<file path="src/rtl/plb_dac_stream.sv">
// plb_dac_stream: PLB slave that streams FIFO-buffered samples to a multi-channel DAC
// at a programmable rate, with a HOLD sample used whenever the FIFO runs dry.
// Build option: define PLB_DAC_OFFSET_BINARY_EN to invert each channel MSB on the DAC
// output (two's-complement samples become offset binary); the default build passes
// samples through unmodified.
module plb_dac_stream #(
  parameter int unsigned C_DAC_WIDTH  = 10,
  parameter int unsigned C_NUM_CH     = 2,
  parameter int unsigned C_FIFO_DEPTH = 16
) (
  input  logic                            Bus2IP_Clk,
  input  logic                            Bus2IP_Resetn,
  input  logic [0:31]                     Bus2IP_Data,
  input  logic [0:3]                      Bus2IP_RdCE,
  input  logic [0:3]                      Bus2IP_WrCE,
  output logic [0:31]                     IP2Bus_Data,
  output logic                            IP2Bus_RdAck,
  output logic                            IP2Bus_WrAck,
  output logic                            IP2Bus_Error,
  output logic [C_NUM_CH*C_DAC_WIDTH-1:0] IP2DAC_Data,
  output logic                            IP2DAC_DCLK,
  output logic                            IP2DAC_Update
);

  localparam int unsigned DW       = C_NUM_CH * C_DAC_WIDTH;
  localparam int unsigned AW       = $clog2(C_FIFO_DEPTH);
  localparam int unsigned LW       = AW + 1;
  localparam int unsigned DIVW     = 16;
  localparam int unsigned REG_CTRL = 0;
  localparam int unsigned REG_DATA = 1;
  localparam int unsigned REG_STAT = 2;
  localparam int unsigned REG_HOLD = 3;

  // One bit set at the MSB of every channel field.
  function automatic logic [DW-1:0] msb_mask();
    logic [DW-1:0] m;
    m = '0;
    for (int unsigned i = 0; i < C_NUM_CH; i++) begin
      m[i*C_DAC_WIDTH + C_DAC_WIDTH - 1] = 1'b1;
    end
    return m;
  endfunction

`ifdef PLB_DAC_OFFSET_BINARY_EN
  localparam logic [DW-1:0] OUT_XOR = msb_mask();
`else
  localparam logic [DW-1:0] OUT_XOR = '0;
`endif

  // Bus-side views in conventional (LSB = 0) numbering.
  logic [31:0] wdata;
  logic [3:0]  wr_ce;
  logic [3:0]  rd_ce;

  assign wdata = Bus2IP_Data;
  assign wr_ce = {Bus2IP_WrCE[3], Bus2IP_WrCE[2], Bus2IP_WrCE[1], Bus2IP_WrCE[0]};
  assign rd_ce = {Bus2IP_RdCE[3], Bus2IP_RdCE[2], Bus2IP_RdCE[1], Bus2IP_RdCE[0]};

  // State
  logic [3:0]      wr_prev_q, wr_prev_d, rd_prev_q, rd_prev_d;
  logic [DIVW-1:0] div_q, div_d, div_act_q, div_act_d, cnt_q, cnt_d;
  logic            en_q, en_d;
  logic [DW-1:0]   hold_q, hold_d, dac_q, dac_d;
  logic [AW-1:0]   wr_ptr_q, wr_ptr_d, rd_ptr_q, rd_ptr_d;
  logic [LW-1:0]   level_q, level_d;
  logic            ovf_q, ovf_d, unf_q, unf_d;
  logic            dclk_q, dclk_d, upd_q, upd_d;
  logic            wrack_q, wrack_d, rdack_q, rdack_d;
  logic [31:0]     rdata_q, rdata_d;
  logic [DW-1:0]   mem_q [C_FIFO_DEPTH];

  // Decode
  logic [3:0]      wr_stb, rd_stb;
  logic            fifo_empty, fifo_full, flush, push_req, push, pop, tick;
  logic [DW-1:0]   pop_word;
  logic [DIVW-1:0] div_eff;

  // Access strobes on CE rising edges, FIFO push/pop arbitration and divider tick.
  always_comb begin
    wr_stb     = wr_ce & ~wr_prev_q;
    rd_stb     = rd_ce & ~rd_prev_q;
    fifo_empty = (level_q == '0);
    fifo_full  = (level_q == LW'(C_FIFO_DEPTH));
    flush      = wr_stb[REG_CTRL] & wdata[1];
    push_req   = wr_stb[REG_DATA] & ~flush;
    tick       = en_q & (cnt_q == div_act_q);
    pop        = tick & ~flush & (~fifo_empty | push_req);
    push       = push_req & (~fifo_full | pop);
    pop_word   = fifo_empty ? wdata[DW-1:0] : mem_q[rd_ptr_q];
  end

  // Control, HOLD and sticky status registers.
  always_comb begin
    div_d  = div_q;
    en_d   = en_q;
    hold_d = hold_q;
    ovf_d  = ovf_q;
    unf_d  = unf_q;
    if (wr_stb[REG_CTRL]) begin
      div_d = wdata[31:16];
      en_d  = wdata[0];
    end
    if (wr_stb[REG_HOLD]) begin
      hold_d = wdata[DW-1:0];
    end
    if (wr_stb[REG_STAT] && wdata[3]) ovf_d = 1'b0;
    if (wr_stb[REG_STAT] && wdata[2]) unf_d = 1'b0;
    // Set events win over a same-cycle clear.
    if (push_req && fifo_full && !pop) ovf_d = 1'b1;
    if (tick && !flush && !pop)        unf_d = 1'b1;
  end

  // Rate divider: period latched at each wrap (or while idle), DCLK high in the second half.
  always_comb begin
    div_eff   = (div_d == '0) ? DIVW'(1) : div_d;
    div_act_d = div_act_q;
    cnt_d     = cnt_q + DIVW'(1);
    if (!en_q || tick) begin
      div_act_d = div_eff;
    end
    if (!en_q || !en_d || tick) begin
      cnt_d = '0;
    end
    dclk_d = (cnt_d > (div_act_d >> 1));
  end

  // FIFO pointers and level; flush empties everything in one cycle.
  always_comb begin
    wr_ptr_d = wr_ptr_q;
    rd_ptr_d = rd_ptr_q;
    level_d  = level_q;
    if (flush) begin
      wr_ptr_d = '0;
      rd_ptr_d = '0;
      level_d  = '0;
    end else begin
      if (push) wr_ptr_d = wr_ptr_q + AW'(1);
      if (pop)  rd_ptr_d = rd_ptr_q + AW'(1);
      if (push && !pop) level_d = level_q + LW'(1);
      if (pop && !push) level_d = level_q - LW'(1);
    end
  end

  // DAC output: on each tick load the popped word, or HOLD when nothing is available.
  always_comb begin
    dac_d = dac_q;
    upd_d = 1'b0;
    if (tick && !flush) begin
      upd_d = 1'b1;
      dac_d = (pop ? pop_word : hold_q) ^ OUT_XOR;
    end
  end

  // Bus acks and registered read data.
  always_comb begin
    wr_prev_d = wr_ce;
    rd_prev_d = rd_ce;
    wrack_d   = |wr_stb;
    rdack_d   = |rd_stb;
    rdata_d   = '0;
    if (rd_stb[REG_CTRL]) begin
      rdata_d = {div_q, 15'b0, en_q};
    end else if (rd_stb[REG_STAT]) begin
      rdata_d = {16'b0, 8'(level_q), 4'b0, ovf_q, unf_q, fifo_full, fifo_empty};
    end else if (rd_stb[REG_HOLD]) begin
      rdata_d = 32'(hold_q);
    end
  end

  // State register with synchronous active-low reset.
  always_ff @(posedge Bus2IP_Clk) begin
    if (!Bus2IP_Resetn) begin
      wr_prev_q <= '0;
      rd_prev_q <= '0;
      div_q     <= '0;
      en_q      <= 1'b0;
      hold_q    <= '0;
      div_act_q <= DIVW'(1);
      cnt_q     <= '0;
      wr_ptr_q  <= '0;
      rd_ptr_q  <= '0;
      level_q   <= '0;
      ovf_q     <= 1'b0;
      unf_q     <= 1'b0;
      dac_q     <= '0;
      dclk_q    <= 1'b0;
      upd_q     <= 1'b0;
      wrack_q   <= 1'b0;
      rdack_q   <= 1'b0;
      rdata_q   <= '0;
    end else begin
      wr_prev_q <= wr_prev_d;
      rd_prev_q <= rd_prev_d;
      div_q     <= div_d;
      en_q      <= en_d;
      hold_q    <= hold_d;
      div_act_q <= div_act_d;
      cnt_q     <= cnt_d;
      wr_ptr_q  <= wr_ptr_d;
      rd_ptr_q  <= rd_ptr_d;
      level_q   <= level_d;
      ovf_q     <= ovf_d;
      unf_q     <= unf_d;
      dac_q     <= dac_d;
      dclk_q    <= dclk_d;
      upd_q     <= upd_d;
      wrack_q   <= wrack_d;
      rdack_q   <= rdack_d;
      rdata_q   <= rdata_d;
    end
  end

  // Sample storage; contents need no reset since the pointers define validity.
  always_ff @(posedge Bus2IP_Clk) begin
    if (Bus2IP_Resetn && push) begin
      mem_q[wr_ptr_q] <= wdata[DW-1:0];
    end
  end

  assign IP2Bus_Data   = rdata_q;
  assign IP2Bus_RdAck  = rdack_q;
  assign IP2Bus_WrAck  = wrack_q;
  assign IP2Bus_Error  = 1'b0;
  assign IP2DAC_Data   = dac_q;
  assign IP2DAC_DCLK   = dclk_q;
  assign IP2DAC_Update = upd_q;

endmodule

</file>
<file path="config.mk">
export PLATFORM = sky130hd
export DESIGN_NAME = plb_dac_stream
export DESIGN_NICKNAME = d
export VERILOG_FILES = /design/src/rtl/plb_dac_stream.sv
export SDC_FILE = /design/constraint.sdc
export NUM_CORES = 1
export LEC_CHECK = 0
export CAP_MARGIN = 20
export CORE_UTILIZATION = 63
export CTS_BUF_LIST = sky130_fd_sc_hd__clkbuf_4 sky130_fd_sc_hd__clkbuf_8 sky130_fd_sc_hd__clkbuf_16
export CTS_CLUSTER_SIZE = 28
export DETAILED_ROUTE_END_ITERATION = 8
export DONT_BUFFER_PORTS = 1
export PLACE_DENSITY = 0.86
export SLEW_MARGIN = 15
export SYNTH_ARGS = -nofsm -noshare
export SYNTH_HDL_FRONTEND = slang
export SYNTH_SLANG_ARGS = --single-unit
</file>
<file path="constraint.sdc">
create_clock -name Bus2IP_Clk -period 5.65 [get_ports Bus2IP_Clk]
set_input_delay 1.695 -clock Bus2IP_Clk [delete_from_list [all_inputs] [get_ports Bus2IP_Clk]]
set_output_delay 1.695 -clock Bus2IP_Clk [all_outputs]
set_load 0.03 [all_outputs]
</file>
-- Word level (Yosys, flattened, before mapping)
Memories as Yosys holds them, arrays and structs flattened. A register that Yosys moved wholly into a read port is not among the register bits.
Cells that the tools add are included.
- register bits: 148
- bits in writable memories: 320
- input port bits: 42
- output and inout port bits: 57
- logic and storage cells: 95
- memories kept: 1
- memory list (name ; words ; width ; rd ports ; clocked after memory_dff ; write ports ; RTL line ; text):
    mem_q ; 16 ; 20 ; 1 ; 1 ; 1 ; 70 ; logic [DW-1:0] mem_q [C_FIFO_DEPTH];
- $add $sub $neg: 5
- magnitude comparators: 1
- equality and inequality tests: 2
- muxes and demuxes: 21
- bitwise logic cells: 17
- reductions and logical operators: 27
- operators with widths (cell ; number):
    $mux W20 ; 4
    $mux W16 ; 4
    $mux W32 ; 1
    $add A16 B1 Y16 const B ; 1
    $eq A16 B16 Y1 ; 1
    $gt A16 B15 Y1 ; 1
    $logic_not A16 Y1 ; 1
    $reduce_or A4 Y1 ; 3
    $mux W5 ; 2
    $logic_and A1 B1 Y1 ; 9
    $add A4 B1 Y4 const B ; 2
    $and A4 B4 Y4 ; 2
    $mux W1 ; 8
    $mux W4 ; 2
    $not A4 Y4 ; 2
    $and A1 B1 Y1 ; 6
    $reduce_bool A2 Y1 ; 3
    $add A5 B1 Y5 const B ; 1
    $eq A5 B5 Y1 const B ; 1
    $logic_not A1 Y1 ; 5
    $logic_not A5 Y1 ; 1
    $not A1 Y1 ; 5
    $sub A5 B1 Y5 const B ; 1
    $reduce_or A2 Y1 ; 2
    other kinds (2) ; 5

-- Logic depth before layout (Yosys ltp)
- depth in word-level cells: 12
- mapped depth: 14
- depth with buffers taken out: 12

-- Least setup slack after synthesis
No wires, ideal clock.
- kind: in2reg
- start point: input port Bus2IP_Resetn
- end point: memory mem_q[8][0] in the netlist's numbering, enable pin
- setup time: 0.456 ns
- arrival time: 4.581 ns
- data required time: 5.194 ns
- setup slack: 0.614 ns
- stages: 4
- buffers on the path: 2
- path through: clkbuf_1 > clkbuf_1 > nand2_1 > nor4b_1
- word-level cells in the longest chain between the ends: 3
- RTL lines (item ; RTL line ; text):
    from (decl) ; 12 ; input logic Bus2IP_Resetn,
    $logic_and A1 B1 Y1 ; 215 ; if (Bus2IP_Resetn && push) begin
    $mux W1 ; 215 ;
    $mux W1 (implied by the code) ; 216 ; mem_q[wr_ptr_q] <= wdata[DW-1:0];
    to (decl) ; 70 ;
No other way between the ends.

-- Final worst setup path
- start point: input port Bus2IP_WrCE[1] in the netlist's numbering
- end point: memory mem_q[12][14] in the netlist's numbering, enable pin
- word-level cells in the longest chain between the ends: 9
- RTL lines (item ; RTL line ; text):
    from (decl) ; 15 ; input logic [0:3] Bus2IP_WrCE,
    $and A4 B4 Y4 * ; 80 ; wr_stb = wr_ce & ~wr_prev_q;
    $and A1 B1 Y1 * ; 85 ; push_req = wr_stb[REG_DATA] & ~flush;
    $or A1 B1 Y1 ; 87 ; pop = tick & ~flush & (~fifo_empty | push_req);
    $and A1 B1 Y1 ; 87 ;
    $or A1 B1 Y1 ; 88 ; push = push_req & (~fifo_full | pop);
    $and A1 B1 Y1 * ; 88 ;
    $logic_and A1 B1 Y1 * ; 215 ;
    $mux W1 * ; 215 ;
    $mux W1 (implied by the code) * ; 216 ;
Every way passes the cells marked *; elsewhere a longest branch is shown, timed or not.

==> results.toml <==
[status]
status = "completed"

[final_layout]
diodes = 0
finalNonFillerCells = 1659
drive_above_1_share = 0.191
fillers = 1712
syn2layout_area_growth_pct = 11.4
nets = 1305
utilization = 0.721

[hold_path]
min_path_type = "register to register"
hold_depth = 2

[grt]
grt_max_degree = 74
grt_pass1_vias = 11433
track_usage = 0.308
overflow = 0
grt_first_pass_wirelength_um = 69200
antenna_found_initial = 0

[logic_synthesis]
synthFlopType = "edfxtp_1"
synth.area.top_cells = "edfxtp_1 (51%), dfxtp_1 (16%), mux4_2 (12%)"
async_flop_share = 0
yosys_warnings = 0
synth-seq-cells = 472
synth_edf_count = 320
netlist_area_um2 = 18800
yosysSeqAreaShare = 0.674
synth_top_area_share = 0.512
yosysUniqueCellTypes = 60
synth_top_area_cell = "edfxtp_1"
syn_area_per_cell_um2 = 15.3
synth_common_cells = "edfxtp_1 (320), dfxtp_1 (152), nand2_1 (143)"
yosysMostFrequentCell = "edfxtp_1"
postSynthCellCount = 1230
synth_nets = 1297

[sta]
finClkSkew_ps = 11.9
period_share = 0.659
grt_setup_unrepaired = "no"
setup_viol = 0
period_needed_ps = 3720
finalMaxSlewViolations = 0
hold_viol_final = 0
worst_pin_slew_ps = 1160
max_freq_mhz = 269
final.setup.tns_ps = 0
slew_headroom = 0.226

[floorplan]
io_pins = 99
core-area_um2 = 29000
rows = 62
dieHeight_um = 175
die_width_um = 175
dieArea_um2 = 30500
start_util = 0.647

[worst_setup_path]
rr_worst_depth = 10
crit_slowest_cell = "nor3_2"
worst_path_dominant_cell_family = "simple AND/OR/NAND/NOR gates"
path_depth = 6
critical_path.max_fanout = 24
critPathLaunchType = "input port"
path_cells = "nor2b_1, and2_1, buf_4, o21ai_4, nor3_2, buf_4"
path_common_cell = "buf_4"
path_buf_inv = 2
cp.arrival_ps = 3920
worstSetupPathType = "input port to register"
cp.required_ps = 5850
crit_path_max_incr_delay_ps = 660
endpoint_kind = "register"

[routing]
routed_wl_um = 45400
firstDrtPassIters = 5
first_iter_violations = 1194
drc = 0
vias = 11041
postRouteAntennaNets = 0
via_per_inst = 6.66
wl_per_cell_um = 27.4

[power]
powerDensity_nw_per_um2 = 348
power_w = 0.00728
p_leak_nw = 7.09
ir_drop_v = 0.000305

[clocking]
htreeDepth = 2
cts_hold_buf = 0
cts.clk_slew.worst_paths_ps = 60
ctsResizeCount = 0
clockRootBuffer = "clkbuf_16"
cts_tree = "done"
cts-buffers-inserted = 45
clkLatencyLatePin_ps = 540
cts_max_path_buffers = 3
clock_sinks = 472
cts_setup_buffers = 0

[place]
dp_hpwl_um = 26800
placed_cells = 1574
io_buffers = 0
gp_congestion = 0.840

[flow_run]
maxCapViolations = 0
[area by class of cell]
class                   count  area [um^2]  share of cell area
inverters                  13         48.8             0.00233
flip-flops and latches    472        12700               0.605
clock buffers              61         1300              0.0622
repair buffers             32          285              0.0136
multi-input cells         674         5820               0.278
clock inverters            23          322              0.0154
well taps                 384          480              0.0230
[worst paths after layout]
| kind | from | end | slack (ps) |
|---|---|---|---|
| min reg2reg | hold_q[6]$_SDFFE_PN0P_ | hold_q[6]$_SDFFE_PN0P_ | 470 |
| min | hold_q[6]$_SDFFE_PN0P_ | hold_q[6]$_SDFFE_PN0P_ | 470 |
| max reg2reg | cnt_q[8]$_SDFF_PN0_ | IP2DAC_DCLK$_SDFF_PN0_ | 2160 |
| max | Bus2IP_WrCE[1] | mem_q[12][14]$_DFFE_PP_ | 1930 |
[state kept, by name, summed over array words and instances (netlist names), named ones only]
| signal | flops |
|---|---|
| en_q | 1 |
| cnt_q | 16 |
| div_act_q | 16 |
| level_q | 5 |
| IP2Bus_RdAck | 1 |
| wr_ptr_q | 4 |
| ovf_q | 1 |
| unf_q | 1 |
| mem_q | 320 |
| hold_q | 20 |
| IP2Bus_WrAck | 1 |
| IP2DAC_Update | 1 |
| IP2DAC_DCLK | 1 |
| wr_prev_q | 4 |
| IP2Bus_Data | 32 |
| div_q | 16 |
| rd_ptr_q | 4 |
| IP2DAC_Data | 20 |
| rd_prev_q | 4 |
[per-layer routing]
layer | vias to the layer above | routed length [um] | global-route usage
met4 | 0 | 1750 | 0.118
met2 | 707 | 22200 | 0.511
met5 | - | 0 | 0
li1 | 4716 | - | -
met3 | 129 | 5120 | 0.0746
met1 | 5489 | 16300 | 0.396
[tightest hold or removal path, delay by kind of cell (launching register included)]
| family | cells | cell delay (ps) |
|---|---|---|
| AOI/OAI and AO/OA | 1 | 50 |
| DFF | 1 | 320 |
| and+or+nand+nor | 1 | 50 |
[report_power, final]
part / leakage [nW] / switching (W) / total, W / internal (W)
logic: 2.15 / 0.000176 / 0.000265 / 0.0000885
registers: 4.12 / 0.0000453 / 0.00377 / 0.00373
clock network: 0.813 / 0.00125 / 0.00324 / 0.00199
[through the flow]
stage	setup slack, ps	instance area [um^2]	hold slack (ps)
floorplan	614	18800	442
global placement	1450	19300	456
detailed placement	1400	19300	459
CTS	1950	20900	470
global route	1660	20900	495
finish	1930	20900	474
[kinds of logic (layout without fill, tap and decap cells)]
family / Yosys count / after routing / share of synthesized area
AO/OA/AOI/OAI: 134 / 134 / 0.0466
XOR/XNOR: 35 / 35 / 0.0163
adder cells (fa/ha/maj): 25 / 25 / 0.0171
buffers and inverters: 84 / 129 / 0.0219
flip-flops: 472 / 472 / 0.674
multiplexers: 119 / 119 / 0.131
other: 1 / 1 / 0.000200
AND/OR/NAND/NOR: 360 / 360 / 0.0929
[cell usage in the layout, fill, tap and decap left out, drive strengths merged, types with 21 or more instances in the layout]
cell type  synthesis  routed
a21oi             37      37
buf               23      32
clkbuf            48      61
dfxtp            152     152
edfxtp           320     320
ha                24      24
mux4             100     100
nand2            143     143
nand3             34      34
nor2              80      80
o21ai             41      41
xor2              21      21
Power figures use the tool's default switching activity.
==> RTL edit (same flow settings) <==
`C_FIFO_DEPTH`: 16 -> 8.
--- a/src/rtl/plb_dac_stream.sv
+++ b/src/rtl/plb_dac_stream.sv
@@ -6,7 +6,7 @@
 module plb_dac_stream #(
   parameter int unsigned C_DAC_WIDTH  = 10,
   parameter int unsigned C_NUM_CH     = 2,
-  parameter int unsigned C_FIFO_DEPTH = 16
+  parameter int unsigned C_FIFO_DEPTH = 8
 ) (
   input  logic                            Bus2IP_Clk,
   input  logic                            Bus2IP_Resetn,
Formal check against the unedited RTL: same outputs for any inputs over 4 cycles, from zero or initial values and one cycle with Bus2IP_Resetn low; that may be too few to reach the edited logic, so the function may still have changed.
==> RTL edit against the original RTL <==
- sequential cell count decreased by 164
- setup slack worse by 0.17 ns
- critical path type unchanged
- utilization shrank 1.1 points
- final area decreased by 34%
- total power fell by 34%
- area after synthesis down 34%
- highest routed layer unchanged
- routed wire length is 37% lower
- worst hold slack improved by 0.0039 ns
==> RTL edit: results (changes against the original RTL) <==
| Metric | Value |
|---|---|
| Status | `completed` |
| Layout cells sized above 1 | `13.59% (-5.5 points)` |
| Die area | `20290 um^2 (-33%)` |
| Number of global-route vias before repair | `7838 (-31%)` |
| Fraction of the mapped netlist area in adder cells | `2.175% (+0.47 points)` |
| Iter 0 DRT Violations | `791 (-34%)` |
| WL/cell | `22.25 um (-19%)` |
| Fraction of area in registers | `56.43% (-4.1 points)` |
| Sequential fraction of the synthesis area | `62.51% (-4.9 points)` |
| CTS Buffer Depth | `3 (unchanged)` |
| Clock skew | `0.01114 ns (-0.0007898 ns)` |
| Synth cell types | `56 (-6.7%)` |
| Vias | `8058 (-27%)` |
| Peak per-stage delay on the critical path | `0.51 ns (-0.15 ns)` |
| CP delay by family, top | `compound AO/OA/AOI/OAI gates` |
| Multiplexer share of the synthesized area | `10.31% (-2.8 points)` |
| Nonclk inv count | `10 (-3)` |
| Switching pwr | `1.026 mW (-30%)` |
| Power Density | `346.5 nW/um^2 (-0.41%)` |
| Data buffer area share | `0.9816% (-0.38 points)` |
| Instance area at placement | `12710 um^2 (-34%)` |
| Multi-input gates | `638 (-5.3%)` |
| Fin cells | `1295 (-22%)` |
| Post-Synth XOR/XNOR Area | `2.326% (+0.69 points)` |
| Dpl cells | `1239 (-21%)` |
| Max VDD drop | `369.7 uV (+21%)` |
| Setup slack at placement | `1.225 ns (-0.1791 ns)` |
| Flop pwr share | `51.1% (-0.8 points)` |
| Leak pwr | `4.853 nW (-32%)` |
| Non-clock buffer count | `18 (-44%)` |
| Min-Delay Path Class | `reg -> reg` |
| Critical path's slowest cell | `a2111oi_0` |
| Post-synth ARST share | `0% (unchanged)` |
| First-pass GRT wire length | `43.88 mm (-37%)` |
| Level count of the clock H-tree | `1 (-1)` |
| Post-synthesis register bit count | `308 (-35%)` |
| Filler cells | `1275 (-26%)` |
| CP max FO | `17 (-29%)` |
| Critical path arrival | `4.33 ns (+0.41 ns)` |
| Worst-case reg-to-reg path depth | `12 (+2)` |
| Fin area | `13770 um^2 (-34%)` |
| EDFF count, synth | `160 (-50%)` |
| Final clock-cell share | `7.698% (-0.056 points)` |
| Synth top cells by count | `164 x nand2_1, 160 x edfxtp_1, 148 x dfxtp_1` |
| Complex-gate fraction of the synthesized area | `5.427% (+0.77 points)` |
| Gate power share | `5.1% (+1.5 points)` |
| Number of flip-flops in the largest register | `160 (-50%)` |
| Synth Instances | `1007 (-18%)` |
| Clock buffers | `40 (-34%)` |
| Largest net degree at the start of global routing | `50 (-32%)` |
| Ranking of synthesized cells by area | `edfxtp_1 39%, dfxtp_1 24%, mux4_2 7.2%` |
-- RTL edit: cells by family (layout without fill, tap and decap cells) --
group           after synthesis  after routing
compound gates              112            112
xor+xnor                     33             33
fa+ha+maj                    21             21
buf+inv                      61             84
flops                       308            308
mux                          78             78
other cells                   1              1
simple gates                393            393
-- RTL edit: layer usage --
| layer | global-route usage (%) | vias up | part of all wire, % |
|---|---|---|---|
| li1 | - | 3616 | - |
| met4 | 12.73 | 0 | 4.1 |
| met1 | 37.54 | 3919 | 38 |
| met3 | 6.191 | 79 | 9.7 |
| met2 | 47.34 | 444 | 48 |
| met5 | 0 | - | 0 |
-- RTL edit: path summary, 6_finish.rpt --
kind | startpoint | end | slack [ns]
worst min register to register | hold_q[12] | hold_q[12] | 0.48
worst min-delay path | hold_q[12] | hold_q[12] | 0.48
worst max-delay path | Bus2IP_WrCE[0] | IP2DAC_DCLK | 1.76
worst max register to register | div_act_q[9] | IP2DAC_DCLK | 1.93
